--- config.mk ---
export PLATFORM = sky130hd
export DESIGN_NAME = omsp_spm_key_loader
export DESIGN_NICKNAME = d
export VERILOG_FILES = /design/src/rtl/omsp_spm_key_loader_pkg.sv /design/src/rtl/omsp_spm_key_shift.sv /design/src/rtl/omsp_spm_key_loader.sv
export SDC_FILE = /design/constraint.sdc
export NUM_CORES = 1
export LEC_CHECK = 0
export ABC_AREA = 0
export CAP_MARGIN = 0
export CORE_MARGIN = 4
export CORE_UTILIZATION = 51
export DETAILED_ROUTE_END_ITERATION = 10
export PLACE_DENSITY = 0.95
export RECOVER_POWER = 50
export SLEW_MARGIN = 5
export SYNTH_ARGS = -nofsm -noshare
export SYNTH_HDL_FRONTEND = slang
export SYNTH_HIERARCHICAL = 1
export SYNTH_SLANG_ARGS = --single-unit
--- constraint.sdc ---
create_clock -name mclk -period 5.1 [get_ports mclk]
set_input_delay 0.765 -clock mclk [delete_from_list [all_inputs] [get_ports mclk]]
set_output_delay 0.765 -clock mclk [all_outputs]
set_load 0.05 [all_outputs]
--- src/rtl/omsp_spm_key_loader_pkg.sv ---
// ---------------------------------------------------------------------------
// omsp_spm_key_loader_pkg
//
// Shared definitions for the SPM key loader:
//   - KEY_WORDS(sec) macro: the number of 16-bit words in a key of `sec` bits.
//   - state_e: 3-bit FSM state encoding used by the loader top.
//   - key_words(): function wrapper around KEY_WORDS, so that importers do not
//     depend on macro visibility across compilation units.
// ---------------------------------------------------------------------------
`ifndef KEY_WORDS
`define KEY_WORDS(sec) ((sec) / 16)
`endif

package omsp_spm_key_loader_pkg;

    // Width of one word on the SPM key bus.
    localparam int WORD_W = 16;

    // The encoding is fixed because other control logic may decode it.
    typedef enum logic [2:0] {
        ST_IDLE     = 3'd0,
        ST_WAIT_KEY = 3'd1,
        ST_CHECK    = 3'd2,
        ST_WRITE    = 3'd3,
        ST_FINISH   = 3'd4
    } state_e;

    // Number of 16-bit words making up a key of `security` bits.
    function automatic int key_words(input int security);
        return `KEY_WORDS(security);
    endfunction

endpackage

--- src/rtl/omsp_spm_key_shift.sv ---
// ---------------------------------------------------------------------------
// omsp_spm_key_shift
//
// Holds the captured module key as an array of 16-bit words. The word that is
// presented on word_o is always the most significant word that has not been
// written out yet. On load the whole key is captured in parallel. On advance
// the register moves one word toward the output, which is equivalent to a
// left shift of the key by 16 bits, with zeros filling from the bottom.
//
// Ports:
//   clk       : clock
//   srst      : synchronous active-high reset (clears the key)
//   clear_i   : wipe the key (has priority over load/advance)
//   load_i    : capture key_i in parallel
//   advance_i : drop the presented word and bring up the next one
//   key_i     : key to load, MSB first
//   word_o    : word currently presented (the key's top 16 bits)
// ---------------------------------------------------------------------------
module omsp_spm_key_shift
    import omsp_spm_key_loader_pkg::*;
#(
    parameter int SECURITY = 64
) (
    input  logic                clk,
    input  logic                srst,
    input  logic                clear_i,
    input  logic                load_i,
    input  logic                advance_i,
    input  logic [SECURITY-1:0] key_i,
    output logic [WORD_W-1:0]   word_o
);

    localparam int NWORDS = key_words(SECURITY);

    // Element 0 is the word presented next; element NWORDS-1 the last one.
    logic [NWORDS-1:0][WORD_W-1:0] words_q;
    logic [NWORDS-1:0][WORD_W-1:0] load_words;

    // Split the key so that element gi holds the gi-th word counting from
    // the most significant end (big-endian layout of the SPM key register).
    generate
        for (genvar gi = 0; gi < NWORDS; gi++) begin : g_split
            assign load_words[gi] = key_i[SECURITY-1-WORD_W*gi -: WORD_W];
        end
    endgenerate

    always_ff @(posedge clk) begin
        if (srst || clear_i) begin
            words_q <= '0;
        end else if (load_i) begin
            words_q <= load_words;
        end else if (advance_i) begin
            // Element i takes element i+1; the top element is zero-filled.
            words_q <= {{WORD_W{1'b0}}, words_q[NWORDS-1:1]};
        end
    end

    assign word_o = words_q[0];

endmodule

--- src/rtl/omsp_spm_key_loader.sv ---
// ---------------------------------------------------------------------------
// omsp_spm_key_loader
//
// Streams a freshly derived module key into the Sancus SPM key registers.
// The target SPM is selected by its public-section start address. The key is
// written as SECURITY/16 words, most significant word first (index 0).
//
// Ports:
//   mclk, puc_rst  : clock and synchronous active-high reset
//   start, sm_addr : load request and target module address (IDLE only)
//   abort          : cancel a load in progress (highest priority)
//   key_valid, key_data, key_ready : handshake with the crypto engine
//   key_selected   : OR of key_selected over the SPM array
//   spm_key_select : latched target address broadcast to the SPMs
//   write_key, key_in, key_idx : SPM key write bus
//   busy           : high whenever the FSM is not IDLE
//   done, error    : one-cycle completion / failure pulses
//
// All outputs are decodes of registered state. The strobes (key_ready,
// write_key, done, error) are also qualified combinationally by abort and
// key_selected, so a cancel or a lost selection takes effect in that same
// cycle.
// ---------------------------------------------------------------------------
module omsp_spm_key_loader
    import omsp_spm_key_loader_pkg::*;
#(
    parameter int SECURITY     = 64,
    parameter int KEY_IDX_SIZE = $clog2(SECURITY / 16)
) (
    input  logic                    mclk,
    input  logic                    puc_rst,
    input  logic                    start,
    input  logic [15:0]             sm_addr,
    input  logic                    abort,
    input  logic                    key_valid,
    input  logic [SECURITY-1:0]     key_data,
    output logic                    key_ready,
    input  logic                    key_selected,
    output logic [15:0]             spm_key_select,
    output logic                    write_key,
    output logic [15:0]             key_in,
    output logic [KEY_IDX_SIZE-1:0] key_idx,
    output logic                    busy,
    output logic                    done,
    output logic                    error
);

    localparam int NWORDS = key_words(SECURITY);
    localparam logic [KEY_IDX_SIZE-1:0] LAST_IDX = KEY_IDX_SIZE'(NWORDS - 1);

    // Reject key widths that cannot be split into at least two 16-bit words.
    generate
        if ((SECURITY % WORD_W) != 0 || SECURITY < 32) begin : g_bad_param
            $error("omsp_spm_key_loader: SECURITY must be a multiple of 16 and >= 32");
        end
    endgenerate

    state_e                  state_q;
    logic [KEY_IDX_SIZE-1:0] cnt_q;
    logic [15:0]             sel_q;

    logic                    busy_w;
    logic                    capture_w;
    logic                    sel_lost_w;
    logic                    write_w;
    logic                    finish_w;
    logic                    to_idle_w;
    logic [WORD_W-1:0]       shift_word;

    // -----------------------------------------------------------------------
    // State decodes. abort masks every strobe in the cycle it is seen, so an
    // aborted load never reports done/error and never acknowledges a key.
    // -----------------------------------------------------------------------
    always_comb begin
        busy_w     = (state_q != ST_IDLE);
        capture_w  = (state_q == ST_WAIT_KEY) && key_valid && !abort;
        sel_lost_w = ((state_q == ST_CHECK) || (state_q == ST_WRITE))
                     && !key_selected && !abort;
        write_w    = (state_q == ST_WRITE) && key_selected && !abort;
        finish_w   = (state_q == ST_FINISH) && !abort;
        // Any edge that lands in IDLE also wipes the captured key.
        to_idle_w  = (busy_w && abort) || sel_lost_w || finish_w;
    end

    // -----------------------------------------------------------------------
    // Sequencer: state, word counter and latched target address.
    // The counter is cleared whenever the FSM heads back to IDLE so key_idx
    // idles at zero.
    // -----------------------------------------------------------------------
    always_ff @(posedge mclk) begin
        if (puc_rst) begin
            state_q <= ST_IDLE;
            cnt_q   <= '0;
            sel_q   <= '0;
        end else begin
            case (state_q)
                ST_IDLE: begin
                    // The address is only ever latched here, so a start
                    // while busy cannot disturb the selected module.
                    if (start) begin
                        sel_q   <= sm_addr;
                        state_q <= ST_WAIT_KEY;
                    end
                end

                ST_WAIT_KEY: begin
                    if (abort) begin
                        state_q <= ST_IDLE;
                        cnt_q   <= '0;
                    end else if (key_valid) begin
                        cnt_q   <= '0;
                        state_q <= ST_CHECK;
                    end
                end

                ST_CHECK: begin
                    if (abort || !key_selected) begin
                        state_q <= ST_IDLE;
                        cnt_q   <= '0;
                    end else begin
                        state_q <= ST_WRITE;
                    end
                end

                ST_WRITE: begin
                    // Words already written stay written on a failure; the
                    // SPM sees an incomplete key and the caller sees error.
                    if (abort || !key_selected) begin
                        state_q <= ST_IDLE;
                        cnt_q   <= '0;
                    end else begin
                        cnt_q <= cnt_q + KEY_IDX_SIZE'(1);
                        if (cnt_q == LAST_IDX) begin
                            state_q <= ST_FINISH;
                        end
                    end
                end

                ST_FINISH: begin
                    state_q <= ST_IDLE;
                    cnt_q   <= '0;
                end

                default: begin
                    state_q <= ST_IDLE;
                    cnt_q   <= '0;
                end
            endcase
        end
    end

    // -----------------------------------------------------------------------
    // Key word shifter: loaded on the key_ready handshake, advanced on every
    // accepted write, wiped on the way back to IDLE.
    // -----------------------------------------------------------------------
    omsp_spm_key_shift #(
        .SECURITY (SECURITY)
    ) u_shift (
        .clk       (mclk),
        .srst      (puc_rst),
        .clear_i   (to_idle_w),
        .load_i    (capture_w),
        .advance_i (write_w),
        .key_i     (key_data),
        .word_o    (shift_word)
    );

    // -----------------------------------------------------------------------
    // Outputs. key_in is held at zero outside WRITE so key material is not
    // left on the broadcast bus between writes.
    // -----------------------------------------------------------------------
    assign spm_key_select = sel_q;
    assign write_key      = write_w;
    assign key_in         = (state_q == ST_WRITE) ? shift_word : 16'h0000;
    assign key_idx        = cnt_q;
    assign key_ready      = capture_w;
    assign busy           = busy_w;
    assign done           = finish_w;
    assign error          = sel_lost_w;

endmodule

==> impl_results.md, run 1 <==
- Layout cells sized above 1: 0.0401
- WP data required: around 5.3 ns
- Final min period: 3.69 ns
- Routed WL: 9.93 mm
- Post-synth top cells: dfxtp_1 (85), a211oi_1 (50), nand2_1 (50), mux2i_1 (48), nor2b_1 (48)
- Die Area: 9480 um2
- Post-CTS Repair Setup Buffers: 0
- TNS Setup: 0 ns
- Period utilisation layout: 0.723
- Worst Clk Skew: 0.0103 ns
- Slew @ Worst Pin: 2.49 ns
- Worst skew pair latency: 0.34 ns
- Leakage: 1.75 nW
- Antenna violations before repair: 0
- Mapped Area: 4080 um2
- Seq cells post-synth: 85
- # clock sinks: 85
- Top cells by area, synth: dfxtp_1 (42%), mux2i_1 (12%), a211oi_1 (9.2%)
- Final hold viol count: 0
- Distinct cells, synth: 36
- Post_cts resized: 0
- Largest net degree at the start of global routing: 82
- H-tree levels: 3
- Power density over cell area: 256 nW/um2
- Dpl ws: 1.65 ns
- Placed cells: 611
- DP HPWL: 6.93 mm
- Prevailing post-synth register cell: dfxtp_1
- WL/cell: 15.9 um
- P&R area growth vs syn: 28.9%
- Ys Warns: 6
- Fin. max-slew vios: 83
- Hold Path Class: reg2reg
- Failing checks: max-capacitance violations, max-slew violations
- Reg area: 1700 um2
- Core area: 7770 um2
- Status: finished with violations
- # IOs: 125
- Vias in the first global route: 3204
- Pre-antenna DRT Iters: 4
- Count leader, synth: dfxtp_1
- Crit Path Max Fanout: 65
- Die width: 97.4 um
- RSZ-0062 raised after global routing: false
- CTS root buffer: clkbuf_8
- CTS tree: yes
- CP Capture Type: register
- Final nets: 607
- Sequential area share after synthesis: 0.418
- Final non-filler cell total: 626
- DR vias: roughly 3400
- CTS clk-pin slew, worst paths: 0.08 ns
- Final setup violation count: 0
- Antenna Cells: 0
- Worst r2r path cells: 5
- Post-synth top area share: 0.418
- Cells after Synth: between 400 and 500
- Max Cap Viol: 2
- Avg Cell Area, Syn: ~9.3 um2
- GRT Total Usage: 0.204
- Vias/cell: 5.40
- Post-synth EDFFs: 0
- First-pass GRT wire length: 16.2 mm
- IO buf count: about 120
- Peak Freq: 271 MHz
- DR iter-0 viols: 184
- Worst EP arrival: 3.91 ns
- Critical path type: in2reg
- Worst VDD drop: 146 uV
- Total CTS buffers: 9
- Die height: 97.4 um
- FFs w/ async S/R, synth: 0
- GP Congestion: a little over 0.8
- Hold-fix buffers at CTS: 0
- Antenna viol nets, final: 0
- CTS max path bufs: 2
- Setup ws final: 1.41 ns
- Gr ovfl total: 0
- Fillers: 594
- Initial Util: 0.525
- Synth Net Count: 525
- Worst hold path depth: 2
- Multi-input logic area: 1990 um2
- Num rows: 32
- Rel. slew slack: -0.684
- CP Launch Type: input port
- # DRC: 0
- Area leader, netlist: dfxtp_1
==> kinds of logic (layout without fill, tap and decap cells) <==
group                    after synthesis  count (layout)  share of synthesized area
flip-flops                            85              85                      0.418
buffers and inverters                 58             144                     0.0906
adder cells (fa/ha/maj)                1               1                    0.00307
AO/OA/AOI/OAI                         92              92                      0.148
multiplexers                          48              48                      0.118
AND/OR/NAND/NOR                      154             154                      0.223
==> cell type report <==
cell class,instances,area share
flip-flops and latches,85,0.324
repair buffers,126,0.239
clock buffers,11,0.0269
multi-input cells,295,0.379
inverters,3,0.00214
well taps,102,0.0243
clock inverters,4,0.00477
==> state kept, by name, indices dropped and copies added (netlist names) <==
name	cells
u_shift/word_o	16
u_shift/words_q	48
state_q	3
spm_key_select	16
key_idx	2
==> through the flow <==
stage	utilization	hold slack (ns)	area, um2	power, W
floorplan	-	0.524	4080	0.000854
global placement	0.657	0.442	5100	0.000941
detailed placement	0.657	0.448	5100	0.000949
CTS	0.679	0.460	5270	0.00136
global route	0.676	0.475	5250	0.00140
finish	0.676	0.453	5250	0.00134
==> critical path, stage by stage <==
cell           delay (ns)
dlygate4sd3_1        0.65
and4bb_2             0.37
and2_0               0.19
clkbuf_2             1.34
mux2i_1              0.24
a211oi_1             0.34
==> path summary, 6_finish.rpt <==
kind | from | to | slack, ns
worst max register to register | state_q[0] | u_shift/words_q[33] | 1.94
worst max-delay path | abort | u_shift/words_q[33] | 1.41
worst min-delay path | spm_key_select[0] | spm_key_select[0] | 0.45
worst min register to register | spm_key_select[0] | spm_key_select[0] | 0.45
==> routing by layer <==
| metal | wire length [um] | up-vias | global-route usage |
|---|---|---|---|
| met2 | 4650 | 128 | 0.325 |
| met1 | 4590 | 1555 | 0.280 |
| met3 | 473 | 20 | 0.0323 |
| met5 | 0 | - | 0 |
| li1 | - | 1676 | - |
| met4 | 220 | 0 | 0.0745 |
==> cell usage in the layout, fill, tap and decap left out, types with 5 or more instances in the layout <==
| cell | Yosys | final |
|---|---|---|
| nand2_1 | 50 | 50 |
| a21oi_1 | 34 | 34 |
| nor2b_1 | 48 | 48 |
| and2_1 | 17 | 16 |
| clkbuf_8 | 0 | 10 |
| mux2i_1 | 48 | 48 |
| dlygate4sd3_1 | 0 | 21 |
| a211oi_1 | 50 | 50 |
| or3b_1 | 16 | 16 |
| nor2_1 | 5 | 5 |
| dfxtp_1 | 85 | 85 |
| clkdlybuf4s50_1 | 0 | 103 |
==> power by group <==
part | switching (W) | leakage [nW] | internal (W)
Combinational | 0.000111 | 0.983 | 0.000106
Sequential | 0.0000196 | 0.691 | 0.000693
Clock | 0.000228 | 0.0812 | 0.000186
Note: power is estimated with default switching activity, not from simulation.
==> inputs of run 2 (changes only) <==
--- a/config.mk
+++ b/config.mk
@@ -8,9 +8,9 @@
 export ABC_AREA = 0
 export CAP_MARGIN = 0
 export CORE_MARGIN = 4
-export CORE_UTILIZATION = 51
+export CORE_UTILIZATION = 42
 export DETAILED_ROUTE_END_ITERATION = 10
-export PLACE_DENSITY = 0.95
+export PLACE_DENSITY = 0.87
 export RECOVER_POWER = 50
 export SLEW_MARGIN = 5
 export SYNTH_ARGS = -nofsm -noshare
==> constraint.sdc (replaced) <==
create_clock -name mclk -period 3.35 [get_ports mclk]
set_input_delay 0.5025 -clock mclk [delete_from_list [all_inputs] [get_ports mclk]]
set_output_delay 0.5025 -clock mclk [all_outputs]
set_load 0.05 [all_outputs]
==> impl_results.md, run 2 (same netlist as run 1, synthesis figures left out) <==
- Die width: 107 um (+9.4%)
- Die height: 107 um (+9.4%)
- Hold Path Class: reg2reg
- CTS root buffer: clkbuf_8
- Final hold viol count: 0 (unchanged)
- Vias/cell: 5.11 (-5.4%)
- CP Capture Type: output pin
- Pre-antenna DRT Iters: 4 (unchanged)
- Worst skew pair latency: 0.36 ns (+0.02 ns)
- Final nets: 608 (+0.16%)
- Leakage: 1.80 nW (+2.5%)
- Initial Util: 0.437 (-0.0878)
- WL/cell: 15.5 um (-2.2%)
- Layout cells sized above 1: 0.0494 (+0.00935)
- Vias in the first global route: 3203 (-0.031%)
- Largest net degree at the start of global routing: 65 (-21%)
- Worst Setup EP: key_in[13]
- Hold-fix buffers at CTS: 0 (unchanged)
- IO buf count: 124 (unchanged)
- # IOs: 125 (unchanged)
- TNS Setup: 0 ns (unchanged)
- WP data required: 2.85 ns (-2.48 ns)
- CP Launch Type: register
- GP Congestion: 0.844 (+2.1%)
- Crit Path Max Fanout: 16 (-75%)
- Max Cap Viol: 1 (-1)
- # DRC: 0 (unchanged)
- Status: finished with violations
- Post-CTS Repair Setup Buffers: 0 (unchanged)
- CTS tree: yes
- Slew @ Worst Pin: 1.56 ns (-0.934 ns)
- Most flop-heavy register: u_shift/words_q
- Total CTS buffers: 9 (unchanged)
- RSZ-0062 raised after global routing: false
- Peak Freq: 334 MHz
- DP HPWL: 7.19 mm (+3.7%)
- Worst hold path depth: 2 (unchanged)
- Worst EP arrival: 2.49 ns (-1.42 ns)
- Worst VDD drop: 248 uV (+70%)
- Num rows: 35 (+9.4%)
- Gr ovfl total: 0 (unchanged)
- P&R area growth vs syn: 32.0%
- Reg area: 1700 um2 (unchanged)
- DR iter-0 viols: 149 (-19%)
- Placed cell area: 5180 um2 (+1.4%)
- CTS max path bufs: 2 (unchanged)
- First-pass GRT wire length: 16.3 mm (+0.64%)
- Final instance area: 5380 um2 (+2.5%)
- CTS clk-pin slew, worst paths: 0.09 ns (about the same)
- Finished Core Util: 0.577 (-0.0993)
- Rel. slew slack: -0.0391 (+0.645)
- Worst r2r path cells: 4 (-1)
- Fin. max-slew vios: 49 (-41%)
- RR Endpoint: u_shift/words_q[32]
- GRT Total Usage: 0.177 (-0.0276)
- Core area: 9330 um2 (+20%)
- RR Startpoint: state_q[2]
- Post_cts resized: 0 (unchanged)
- H-tree levels: 3 (unchanged)
- Multi-input logic area: 2000 um2 (+0.44%)
- Final setup violation count: 0 (unchanged)
- Critical path type: reg2out
- Worst Clk Skew: 0.0111 ns (+0.000879 ns)
- Max FFs per register: 48 (unchanged)
- CP startpoint: state_q[0]
- Antenna viol nets, final: 0 (unchanged)
- Antenna Cells: 0 (unchanged)
- Antenna violations before repair: 0 (unchanged)
- Die Area: 11300 um2 (+20%)
- Worst reg-to-reg setup slack: 0.62 ns (-1.32 ns)
- Most frequent cells in the layout: clkdlybuf4s50_1 (102), dfxtp_1 (85), nand2_1 (50), a211oi_1 (50)
- Failing checks: max-capacitance violations, max-slew violations
- # clock sinks: 85 (unchanged)
- DR vias: 3346 (-0.98%)
- Commonest non-fill, non-tap cell in the layout: clkdlybuf4s50_1
- Power density over cell area: 417 nW/um2 (+63%)
- Fillers: 821 (+38%)
- Routed WL: 10.2 mm (+2.4%)
- Period utilisation layout: 0.892
- Final min period: 2.99 ns
run 2: changes by cell type in the layout (fill, tap and decap cells not counted), sizes merged:
cell,delta
clkinvlp,-1
clkinv,-2
clkbuf,-2
clkdlybuf4s50,-1
bufinv,+2
buf,+3
dlygate4sd3,-1
inv,+4
run 2: cell type report:
type,count,share of cell area
inverters,3,0.00209
clock inverters,7,0.0191
repair buffers,127,0.238
flip-flops and latches,85,0.316
clock buffers,9,0.0230
well taps,129,0.0300
multi-input cells,295,0.372
run 2: per-stage QoR:
| stage | hold WS [ns] | std cells | power (W) | setup slack, ns |
|---|---|---|---|---|
| after floorplan | 0.524 | 438 | 0.00130 | 0.525 |
| after global placement | 0.441 | 639 | 0.00144 | 0.614 |
| after detailed placement | 0.446 | 639 | 0.00145 | 0.548 |
| after CTS | 0.458 | 655 | 0.00226 | 0.266 |
| after global routing | 0.467 | 655 | 0.00234 | 0.135 |
| final | 0.453 | 655 | 0.00224 | 0.360 |
run 2: how the worst min path moves through the flow:
stage	endpoint	startpoint
4_1_cts	spm_key_select[7]	spm_key_select[7]
5_1_grt	spm_key_select[3]	spm_key_select[3]
2_1_floorplan	u_shift/word_o[11]	u_shift/word_o[11]
3_3_place_gp	spm_key_select[2]	spm_key_select[2]
6_report	spm_key_select[9]	spm_key_select[9]
3_5_place_dp	spm_key_select[4]	spm_key_select[4]
run 2: power breakdown:
group / switching (W) / leakage (nW) / internal, W
sequential: 0.0000300 / 0.691 / 0.00105
clock: 0.000395 / 0.111 / 0.000431
combinational: 0.000170 / 0.997 / 0.000164
total: 0.000595 / 1.80 / 0.00165
run 2: metal layers:
metal  up-vias  wire length, um  track usage
met2        87             4860        0.287
li1       1687                -            -
met1      1559             4610        0.230
met3        13              517       0.0461
met4         0              172       0.0530
met5         -                0            0
run 2: critical path, stage by stage, from the launching register on:
cell             delay, ns
dfxtp_1               0.60
and3_1                0.52
and2_1                0.20
clkdlybuf4s50_1       0.81
==> inputs of run 3 (changes only) <==
--- a/config.mk
+++ b/config.mk
@@ -7,11 +7,13 @@
 export LEC_CHECK = 0
 export ABC_AREA = 0
 export CAP_MARGIN = 0
+export CORE_ASPECT_RATIO = 0.6
 export CORE_MARGIN = 4
 export CORE_UTILIZATION = 42
 export DETAILED_ROUTE_END_ITERATION = 10
 export PLACE_DENSITY = 0.87
 export RECOVER_POWER = 50
+export REMOVE_ABC_BUFFERS = 1
 export SLEW_MARGIN = 5
 export SYNTH_ARGS = -nofsm -noshare
 export SYNTH_HDL_FRONTEND = slang
==> impl_results.md, run 3 (same netlist as run 1, synthesis figures left out) <==
- Worst EP arrival: 2.64 ns (+0.15 ns)
- Pre-antenna DRT Iters: 4 (unchanged)
- Levels on crit path: 4 (+1)
- Post_cts resized: 0 (unchanged)
- Vias in the first global route: 3425 (+6.9%)
- Die Area: 11400 um2 (+0.46%)
- Most flop-heavy register: u_shift/words_q
- Worst skew pair latency: 0.33 ns (-0.03 ns)
- Status: completed
- Most frequent cells in the layout: clkdlybuf4s50_1 (101), dfxtp_1 (85), nand2_1 (50), a211oi_1 (50)
- Worst r2r path cells: 5 (+1)
- TNS Setup: 0 ns (unchanged)
- Final setup violation count: 0 (unchanged)
- # IOs: 125 (unchanged)
- Design Power: 0.00254 W (+13%)
- Antenna violations before repair: 0 (unchanged)
- CTS root buffer: clkbuf_16
- Fin. max-slew vios: 0 (-100%)
- P&R area growth vs syn: 35.5%
- IO buf count: 124 (unchanged)
- Final instance area: 5520 um2 (+2.7%)
- Crit Path Max Fanout: 15 (-1)
- Initial Util: 0.437 (about the same)
- Critical path type: reg2out
- Placed cell area: 5200 um2 (+0.36%)
- Largest net degree at the start of global routing: 65 (unchanged)
- CP Cell Sequence: and3_1 -> buf_4 -> and2_1 -> clkdlybuf4s50_1
- CTS tree: yes
- Dpl ws: 0.542 ns (-0.00626 ns)
- WL/cell: 15.3 um (-1.1%)
- Placed cells: 644 (+0.78%)
- Peak Freq: 318 MHz (-4.9%)
- DR iter-0 viols: 139 (-6.7%)
- Final non-filler cell total: 658 (+0.46%)
- CTS clk-pin slew, worst paths: 0.06 ns (-0.03 ns)
- GP Congestion: 0.783 (-7.3%)
- Core area: 9320 um2 (about the same)
- RR Endpoint: u_shift/word_o[10]
- CP Capture Type: output pin
- Antenna Cells: 0 (unchanged)
- Commonest non-fill, non-tap cell in the layout: clkdlybuf4s50_1
- # clock sinks: 85 (unchanged)
- First-pass GRT wire length: 16.8 mm (+3.3%)
- Layout cells sized above 1: 0.0530 (+0.00360)
- Fillers: 825 (+0.49%)
- Max FFs per register: 48 (unchanged)
- DR vias: 3350 (+0.12%)
- Gr ovfl total: 0 (unchanged)
- Slew @ Worst Pin: 1.24 ns (-0.320 ns)
- Setup ws final: 0.205 ns (-0.155 ns)
- Num rows: 27 (-23%)
- # DRC: 0 (unchanged)
- CP Launch Type: register
- Final nets: 612 (+0.66%)
- Hold Path Origin: spm_key_select[2]
- RR Startpoint: state_q[1]
- Die height: 84.3 um (-21%)
- CTS max path bufs: 2 (unchanged)
- Leakage: 1.88 nW (+4.3%)
- Worst VDD drop: 278 uV (+12%)
- Power density over cell area: 460 nW/um2 (+10%)
- Final min period: 3.14 ns (+0.155 ns)
- Max incr delay on CP: 0.80 ns (about the same)
- Max Cap Viol: 0 (-1)
- Worst hold path depth: 2 (unchanged)
- Die width: 135 um (+27%)
- Final hold viol count: 0 (unchanged)
- Worst path slowest cell: clkdlybuf4s50_1
- Post-CTS Repair Setup Buffers: 0 (unchanged)
- WP data required: 2.85 ns (about the same)
- Top Family by Delay on Critical Path: buffers and inverters
- Total CTS buffers: 9 (unchanged)
- Hold Path Class: reg2reg
- GRT Total Usage: 0.180 (+0.00348)
- Critical path buffer and inverter count: 2 (+1)
- Period utilisation layout: 0.939 (+0.0462)
- DP HPWL: 7.17 mm (-0.17%)
- Antenna viol nets, final: 0 (unchanged)
- H-tree levels: 3 (unchanged)
- Worst reg-to-reg setup slack: 0.59 ns (-0.03 ns)
- Worst Clk Skew: 0.00645 ns (-0.00470 ns)
- Worst Hold End: spm_key_select[2]
- Routed WL: 10.1 mm (-0.62%)
- RSZ-0062 raised after global routing: false
- Hold-fix buffers at CTS: 0 (unchanged)
- Vias/cell: 5.09 (-0.34%)
- Rel. slew slack: 0.176 (+0.215)
run 3: cell types whose count changed in the layout (fill, tap and decap cells not counted), moves of 2 or more:
cell and delta:
buf_4 +2, clkbuf_16 +9, clkbuf_2 +2, clkbuf_8 -8, inv_6 -4
run 3: how the worst max path moves through the flow:
stage	endpoint	slack (ns)	start
floorplan	u_shift/word_o[0]	-0.24	state_q[0]
global placement	error	0.60	abort
detailed placement	u_shift/word_o[10]	0.54	abort
CTS	key_in[15]	0.20	state_q[0]
global route	key_in[15]	0.04	state_q[1]
finish	key_in[15]	0.21	state_q[0]
run 3: layer usage:
layer  vias to the layer above  GRT usage  part of all wire
li1                       1687          -                 -
met1                      1563      0.242              0.47
met2                        91      0.280              0.46
met3                         9     0.0581             0.059
met4                         0     0.0485            0.0082
met5                         -          0                 0
run 3: worst register-to-register path, stage by stage (launching register included):
cell      delay (ns)
dfxtp_1         0.64
and4bb_2        0.34
and2_2          0.66
clkbuf_2        0.54
mux2i_1         0.30
a211oi_1        0.10
run 3: power breakdown:
part           total, W  switching [W]  leakage (nW)  internal (W)
combinational  0.000336       0.000171          1.02      0.000165
clock           0.00112       0.000381         0.161      0.000740
sequential      0.00108      0.0000283         0.691       0.00106
total           0.00254       0.000580          1.88       0.00196
run 3: through the flow:
step                 util  hold WS [ns]
floorplan               -         0.520
global placement    0.557         0.443
detailed placement  0.557         0.450
CTS                 0.594         0.458
global route        0.592         0.481
finish              0.592         0.453
run 3: layout make-up:
cell class	instances	area (um2)	area share
tap	130	163	0.0295
multi-input combinational	295	2010	0.363
clock buffer	10	239	0.0433
timing repair buffer	131	1310	0.236
clock inverter	4	97.6	0.0177
sequential	85	1700	0.308
inverter	3	11.3	0.00204
